[src/rtl/spi_xfer_ctrl_pkg.sv]
// Shared types and defaults for the SPI transfer sequencer.
package spi_xfer_ctrl_pkg;

    typedef enum logic [2:0] {
        ST_IDLE,
        ST_SETUP,
        ST_XFER,
        ST_DRAIN,
        ST_HOLD
    } xfer_state_e;

    localparam int NSS_NUM_DEF   = 4;
    localparam int LEN_WIDTH_DEF = 5;
    localparam int SETUP_CYC_DEF = 2;
    localparam int HOLD_CYC_DEF  = 2;

    // Width of the shared SETUP/HOLD down-counter; it is loaded with cycles-1.
    function automatic int cnt_width(input int a, input int b);
        int m;
        m = (a > b) ? a : b;
        return (m <= 2) ? 1 : $clog2(m);
    endfunction

endpackage

[src/rtl/spi_xfer_ctrl.sv]
// SPI master transfer sequencer: CS setup, edge counting, drain, CS hold.
module spi_xfer_ctrl
    import spi_xfer_ctrl_pkg::*;
#(
    parameter int NSS_NUM   = NSS_NUM_DEF,
    parameter int LEN_WIDTH = LEN_WIDTH_DEF,
    parameter int SETUP_CYC = SETUP_CYC_DEF,
    parameter int HOLD_CYC  = HOLD_CYC_DEF
) (
    input  logic                       clk_i,
    input  logic                       rst_n_i,
    input  logic                       cpol_i,
    input  logic                       cpha_i,
    input  logic [LEN_WIDTH-1:0]       len_i,
    input  logic [$clog2(NSS_NUM)-1:0] cs_sel_i,
    input  logic                       xfer_valid_i,
    output logic                       xfer_ready_o,
    input  logic                       abort_i,
    input  logic                       pos_edge_i,
    input  logic                       neg_edge_i,
    input  logic                       spi_clk_i,
    output logic                       en_o,
    output logic                       st_o,
    output logic                       last_o,
    output logic [NSS_NUM-1:0]         cs_n_o,
    output logic                       shift_o,
    output logic                       sample_o,
    output logic                       busy_o,
    output logic                       done_o,
    output logic                       aborted_o
);

    localparam int CS_W  = $clog2(NSS_NUM);
    localparam int CNT_W = cnt_width(SETUP_CYC, HOLD_CYC);
    localparam int BC_W  = LEN_WIDTH + 1;

    xfer_state_e          r_state, w_state_nxt;
    logic [LEN_WIDTH-1:0] r_len;
    logic [CS_W-1:0]      r_cs_sel;
    logic [CNT_W-1:0]     r_cnt, w_cnt_nxt;
    logic [BC_W-1:0]      r_bit_cnt, w_bit_cnt_nxt;
    logic                 r_en, r_last, r_done, r_aborted;
    logic [NSS_NUM-1:0]   r_cs_n;

    logic [BC_W-1:0]      w_bits;
    logic [CS_W-1:0]      w_sel;
    logic                 w_accept, w_abort, w_sample_edge, w_shift_edge;
    logic                 w_sample, w_shift, w_st, w_done_nxt, w_aborted_nxt;
    logic                 w_en_nxt, w_last_nxt;
    logic [NSS_NUM-1:0]   w_cs_n_nxt;

    // Ready is held off during the done cycle so a held request waits one cycle.
    assign xfer_ready_o  = (r_state == ST_IDLE) && !r_done;
    assign w_accept      = xfer_valid_i && xfer_ready_o;
    assign w_abort       = abort_i && (r_state != ST_IDLE);
    assign w_bits        = {1'b0, r_len} + BC_W'(1);
    assign w_sel         = (r_state == ST_IDLE) ? cs_sel_i : r_cs_sel;
    assign w_sample_edge = (cpol_i ^ cpha_i) ? neg_edge_i : pos_edge_i;
    assign w_shift_edge  = (cpol_i ^ cpha_i) ? pos_edge_i : neg_edge_i;
    // Strobes only while shifting; an abort in the same cycle wins.
    assign w_sample      = (r_state == ST_XFER) && w_sample_edge && !abort_i;
    assign w_shift       = (r_state == ST_XFER) && w_shift_edge && !abort_i
                           && (r_bit_cnt != w_bits);

    assign sample_o  = w_sample;
    assign shift_o   = w_shift;
    assign st_o      = w_st;
    assign en_o      = r_en;
    assign last_o    = r_last;
    assign cs_n_o    = r_cs_n;
    assign busy_o    = (r_state != ST_IDLE);
    assign done_o    = r_done;
    assign aborted_o = r_aborted;

    // Next-state logic; the shared down-counter times both SETUP and HOLD.
    always_comb begin
        w_state_nxt   = r_state;
        w_cnt_nxt     = r_cnt;
        w_bit_cnt_nxt = r_bit_cnt;
        w_st          = 1'b0;
        w_done_nxt    = 1'b0;
        w_aborted_nxt = 1'b0;
        case (r_state)
            ST_IDLE: if (w_accept) begin
                w_state_nxt   = ST_SETUP;
                w_cnt_nxt     = CNT_W'(SETUP_CYC - 1);
                w_bit_cnt_nxt = '0;
            end
            ST_SETUP: if (r_cnt == '0) begin
                w_st        = 1'b1;
                w_state_nxt = ST_XFER;
            end else begin
                w_cnt_nxt = r_cnt - CNT_W'(1);
            end
            ST_XFER: if (w_sample) begin
                w_bit_cnt_nxt = r_bit_cnt + BC_W'(1);
                if ((r_bit_cnt + BC_W'(1)) == w_bits) w_state_nxt = ST_DRAIN;
            end
            ST_DRAIN: if (spi_clk_i == cpol_i) begin
                w_state_nxt = ST_HOLD;
                w_cnt_nxt   = CNT_W'(HOLD_CYC - 1);
            end
            ST_HOLD: if (r_cnt == '0) begin
                w_state_nxt = ST_IDLE;
                w_done_nxt  = 1'b1;
            end else begin
                w_cnt_nxt = r_cnt - CNT_W'(1);
            end
            default: w_state_nxt = ST_IDLE;
        endcase
        if (w_abort) begin
            w_state_nxt   = ST_IDLE;
            w_st          = 1'b0;
            w_done_nxt    = 1'b1;
            w_aborted_nxt = 1'b1;
        end
    end

    // Registered outputs decoded from the next state, so they are glitch-free.
    always_comb begin
        w_en_nxt   = (w_state_nxt == ST_XFER) || (w_state_nxt == ST_DRAIN);
        w_last_nxt = (w_state_nxt == ST_DRAIN);
        w_cs_n_nxt = '1;
        if (w_state_nxt != ST_IDLE) w_cs_n_nxt[w_sel] = 1'b0;
    end

    // State, counters and latched request fields.
    always_ff @(posedge clk_i or negedge rst_n_i) begin
        if (!rst_n_i) begin
            r_state   <= ST_IDLE;
            r_cnt     <= '0;
            r_bit_cnt <= '0;
            r_len     <= '0;
            r_cs_sel  <= '0;
        end else begin
            r_state   <= w_state_nxt;
            r_cnt     <= w_cnt_nxt;
            r_bit_cnt <= w_bit_cnt_nxt;
            if (w_accept) begin
                r_len    <= len_i;
                r_cs_sel <= cs_sel_i;
            end
        end
    end

    // Output registers; reset releases CS immediately.
    always_ff @(posedge clk_i or negedge rst_n_i) begin
        if (!rst_n_i) begin
            r_en      <= 1'b0;
            r_last    <= 1'b0;
            r_cs_n    <= '1;
            r_done    <= 1'b0;
            r_aborted <= 1'b0;
        end else begin
            r_en      <= w_en_nxt;
            r_last    <= w_last_nxt;
            r_cs_n    <= w_cs_n_nxt;
            r_done    <= w_done_nxt;
            r_aborted <= w_aborted_nxt;
        end
    end

endmodule

[config.mk]
export PLATFORM = sky130hd
export DESIGN_NAME = spi_xfer_ctrl
export DESIGN_NICKNAME = d
export VERILOG_FILES = /design/src/rtl/spi_xfer_ctrl_pkg.sv /design/src/rtl/spi_xfer_ctrl.sv
export SDC_FILE = /design/constraint.sdc
export NUM_CORES = 1
export LEC_CHECK = 0
export ABC_AREA = 0
export CAP_MARGIN = 10
export CORE_MARGIN = 2
export CORE_UTILIZATION = 35
export CTS_CLUSTER_SIZE = 16
export DETAILED_ROUTE_END_ITERATION = 8
export PLACE_DENSITY = 0.68
export SYNTH_ARGS = -nofsm -noshare
export SYNTH_HDL_FRONTEND = slang
export SYNTH_SLANG_ARGS = --single-unit
[constraint.sdc]
create_clock -name clk_i -period 1.8 [get_ports clk_i]
set_input_delay 0.18 -clock clk_i [delete_from_list [all_inputs] [get_ports clk_i]]
set_output_delay 0.18 -clock clk_i [all_outputs]
set_load 0.05 [all_outputs]
==> results by group, run 1 <==
Floorplan
  • Placeable core area: 4090 sq um
  • Starting density of the core: 37.3%
  • Die Y-Extent: 70.0 um
  • Row count: 23
  • Die Outline Area: 4900 sq um
  • Width of the die: 70.0 um
  • Count of pins on the block boundary: 29

CTS
  • # H-tree levels: 1
  • Sinks on the clock net: 25
  • Clock buffers created by TritonCTS: 3
  • Hold buffer count at CTS: 0
  • Maximum buffer depth of the clock tree: 2
  • Clk pin slew, worst setup/hold paths: 0.10 ns
  • Worst skew pair latency: 0.28 ns
  • Clock tree from TritonCTS: done
  • Library cell used as clock root buffer: clkbuf_8

STA
  • Largest clock skew in the final design: 0.00398 ns
  • Highest attainable clock frequency: 479 MHz
  • Number of failing setup endpoints in the final timing report: 3
  • Final period utilization: 116%
  • Slack of the critical path: -0.287 ns
  • Worst rel slew slack: 66.2%
  • Final count of hold timing violations: 0
  • Worst Tran Pin Value: 0.506 ns
  • Fin. max-slew vios: 0
  • Time the worst path needs with I/O delays and setup: 2.09 ns
  • RSZ-0062 raised after global routing: true

GRT
  • Number of antenna violations at the first check in global routing: 0
  • Pin count of the biggest net entering global routing: 26
  • Via count of the first global-routing pass: 1396
  • Global-route wire length before repair: 6.42 mm
  • Total congestion overflow: 0
  • Overall fraction of global-route tracks in use: 16.3%

Layout
  • Area Overhead vs Synth: 45.2%
  • Layout Utilization: 54.2%
  • Count of inserted antenna diode cells: 0
  • Final cell area excluding filler cells: 2210 sq um
  • Share of final-layout standard cells stronger than drive strength 1: 37.2%
  • Net count of the finished layout: 218
  • Final instance count without filler cells: 249
  • Filler Cell Count: 349

Routing
  • Total wirelength of the detailed-routed design: 3.84 mm
  • Via-per-instance ratio: 5.35
  • Total via count after detailed routing: 1333
  • Routed wire length per instance: 15.4 um
  • Drt pass-1 iters: 4
  • DRC errors left: 0
  • Number of routed nets with antenna violations: 0
  • Number of DRC violations after detailed-routing iteration 0: 41

Pwr
  • Power Density: 1690 nW/um^2
  • PnR Total Power: 3.74 mW
  • Worst voltage drop across the vdd grid: 868 uV
  • Static leakage: 0.920 nW

Placement
  • Port buffer count: 28
  • Detail Placement HPWL: 2.80 mm
  • Gp weighted congestion: 0.877
  • Cell Count Post-Placement: 238
  • Total placed instance area: 2020 sq um

Synth
  • Per-instance average area after synthesis: 10.2 sq um
  • Register bit count reported by yosys: 25
  • Synth Instances: 149
  • Yosys warning total: 0
  • Most used flip-flop cell after synthesis: dfrtp_1
  • Share of flip-flops with an asynchronous set or reset: 100%
  • Fraction of the yosys area taken by sequential cells: 41.4%
  • Number of distinct library cells after synthesis: 53
  • EDFF count, synth: 0
  • Total nets after synthesis: 167
  • Post-synthesis cell area: 1520 sq um

Setup path
  • Type of destination of the critical path: output pin
  • Maximum fanout encountered on the critical timing path: 2
  • Category of the most critical setup path: reg -> out
  • Data required time of the worst path: 1.62 ns
  • Critical path launch point type: register
  • CP arrival: 1.91 ns

Job
  • Max-cap check violation count: 0

Outcome
  • Violations in the final reports: setup timing
  • Status: finished with violations

Worst hold path
  • Type of the tightest min-delay check: in -> async
-- worst paths after layout --
kind,to,slack [ns],start,cells past startpoint
max,shift_o,-0.29,r_len[0]$_DFFE_PN0P_,6
min,r_bit_cnt[5]$_DFFE_PN0P_,0.26,rst_n_i,2
max reg2reg,last_o$_DFF_PN0_,-0.20,r_len[0]$_DFFE_PN0P_,10
min reg2reg,r_cs_sel[1]$_DFFE_PN0P_,0.53,r_cs_sel[1]$_DFFE_PN0P_,1
max in group asynchronous,cs_n_o[0]$_DFF_PN1_,1.24,rst_n_i,2
min in group clk_i,r_len[3]$_DFFE_PN0P_,0.51,len_i[3],2
-- routing by layer --
layer,up-vias,global-route usage [%],wire (um)
li1,635,-,-
met1,663,19.9,1580
met2,29,29.5,2060
met3,6,2.02,150
met4,0,5.13,48
met5,-,0,0
-- flip-flops by register name, summed over array words and instances, names as in the netlist --
signal	count
r_bit_cnt	6
r_len	5
cs_n_o	4
r_state	3
r_cs_sel	2
aborted_o	1
done_o	1
en_o	1
last_o	1
r_cnt	1
-- power by group --
group / switching, mW / total, mW / internal (mW)
Clock: 0.197 / 0.353 / 0.155
Sequential: 0.186 / 0.962 / 0.776
Combinational: 1.23 / 2.43 / 1.20
-- stage by stage --
stage / setup slack (ns) / setup TNS [ns] / hold slack, ns
after global routing: -0.328 / -0.863 / 0.292
after global placement: -0.0358 / -0.0358 / 0.487
after detailed placement: -0.117 / -0.403 / 0.509
after floorplan: -0.0475 / -0.0475 / -0.116
final: -0.287 / -0.670 / 0.260
after CTS: -0.299 / -0.518 / 0.274
-- cells in the final DEF (no fill, tap or decap), types with 5 or more instances in the layout --
master / netlist / final
nor3_1: 5 / 5
buf_4: 1 / 25
mux2i_1: 5 / 5
clkdlybuf4s50_1: 0 / 19
buf_12: 0 / 5
o21ai_0: 9 / 9
a21oi_1: 6 / 6
xnor2_2: 1 / 5
dfrtp_1: 21 / 19
nand3_1: 6 / 6
mux2_2: 7 / 7
nor2_1: 6 / 5
nand2_1: 11 / 11
-- what timing repair did --
action | in CTS | in global routing
pin swaps | 5 | 8
resized for setup | 7 | 11
setup endpoints to repair | 2 | 4
buffers inserted | 6 | 2
-- area by class of cell --
type | count | area (sq um) | area share, %
clock buffer | 3 | 41.3 | 1.87
clock inverter | 1 | 5.00 | 0.226
inverter | 2 | 7.51 | 0.339
multi-input combinational | 117 | 963 | 43.5
sequential | 25 | 633 | 28.6
tap | 50 | 62.6 | 2.83
timing repair buffer | 51 | 500 | 22.6
-- synth_stat cells, types with 3 or more instances --
library cell	n	area (sq um)
mux2i_1	5	50.1
nor2b_1	3	18.8
xor2_1	5	43.8
nand2_1	11	41.3
dfrtp_1	21	526
nor2_1	6	22.5
mux2_2	7	78.8
nor3_1	5	25.0
xnor2_1	8	70.1
a21oi_1	6	30.0
dfstp_2	4	105
o21ai_0	9	45.0
nand3_1	6	30.0
nand2b_1	4	25.0
or2_1	3	18.8
-- cells by family (layout without fill, tap and decap cells) --
group	count (synthesis)	count (layout)	share of synthesized area [%]
simple gates	53	53	19.8
compound gates	34	34	15.6
flops	25	25	41.4
xor+xnor	15	15	10.1
mux	13	13	9.36
buf+inv	7	57	2.13
fa+ha+maj	2	2	1.64
-- worst max-delay path, stage by stage, from the launching register on --
cell and delay, ns:
dfrtp_1 0.42, ha_2 0.22, xnor2_2 0.15, xnor2_2 0.23, nor4b_4 0.09, a311oi_4 0.35, buf_12 0.18
No activity file was read; power rests on OpenSTA's default activity.
==> run 2, diff against run 1 <==
--- a/config.mk
+++ b/config.mk
@@ -9,6 +9,7 @@
 export CAP_MARGIN = 10
 export CORE_MARGIN = 2
 export CORE_UTILIZATION = 35
+export CTS_CLUSTER_DIAMETER = 120
 export CTS_CLUSTER_SIZE = 16
 export DETAILED_ROUTE_END_ITERATION = 8
 export PLACE_DENSITY = 0.68
==> results of run 2 <==
No change in the layout: final DEF, timing and power equal those of run 1.
==> run 3, diff against run 2 <==
--- a/config.mk
+++ b/config.mk
@@ -13,6 +13,7 @@
 export CTS_CLUSTER_SIZE = 16
 export DETAILED_ROUTE_END_ITERATION = 8
 export PLACE_DENSITY = 0.68
+export SKIP_LAST_GASP = 1
 export SYNTH_ARGS = -nofsm -noshare
 export SYNTH_HDL_FRONTEND = slang
 export SYNTH_SLANG_ARGS = --single-unit
==> results of run 3 <==
No change in the layout: final DEF, timing and power equal those of run 1.
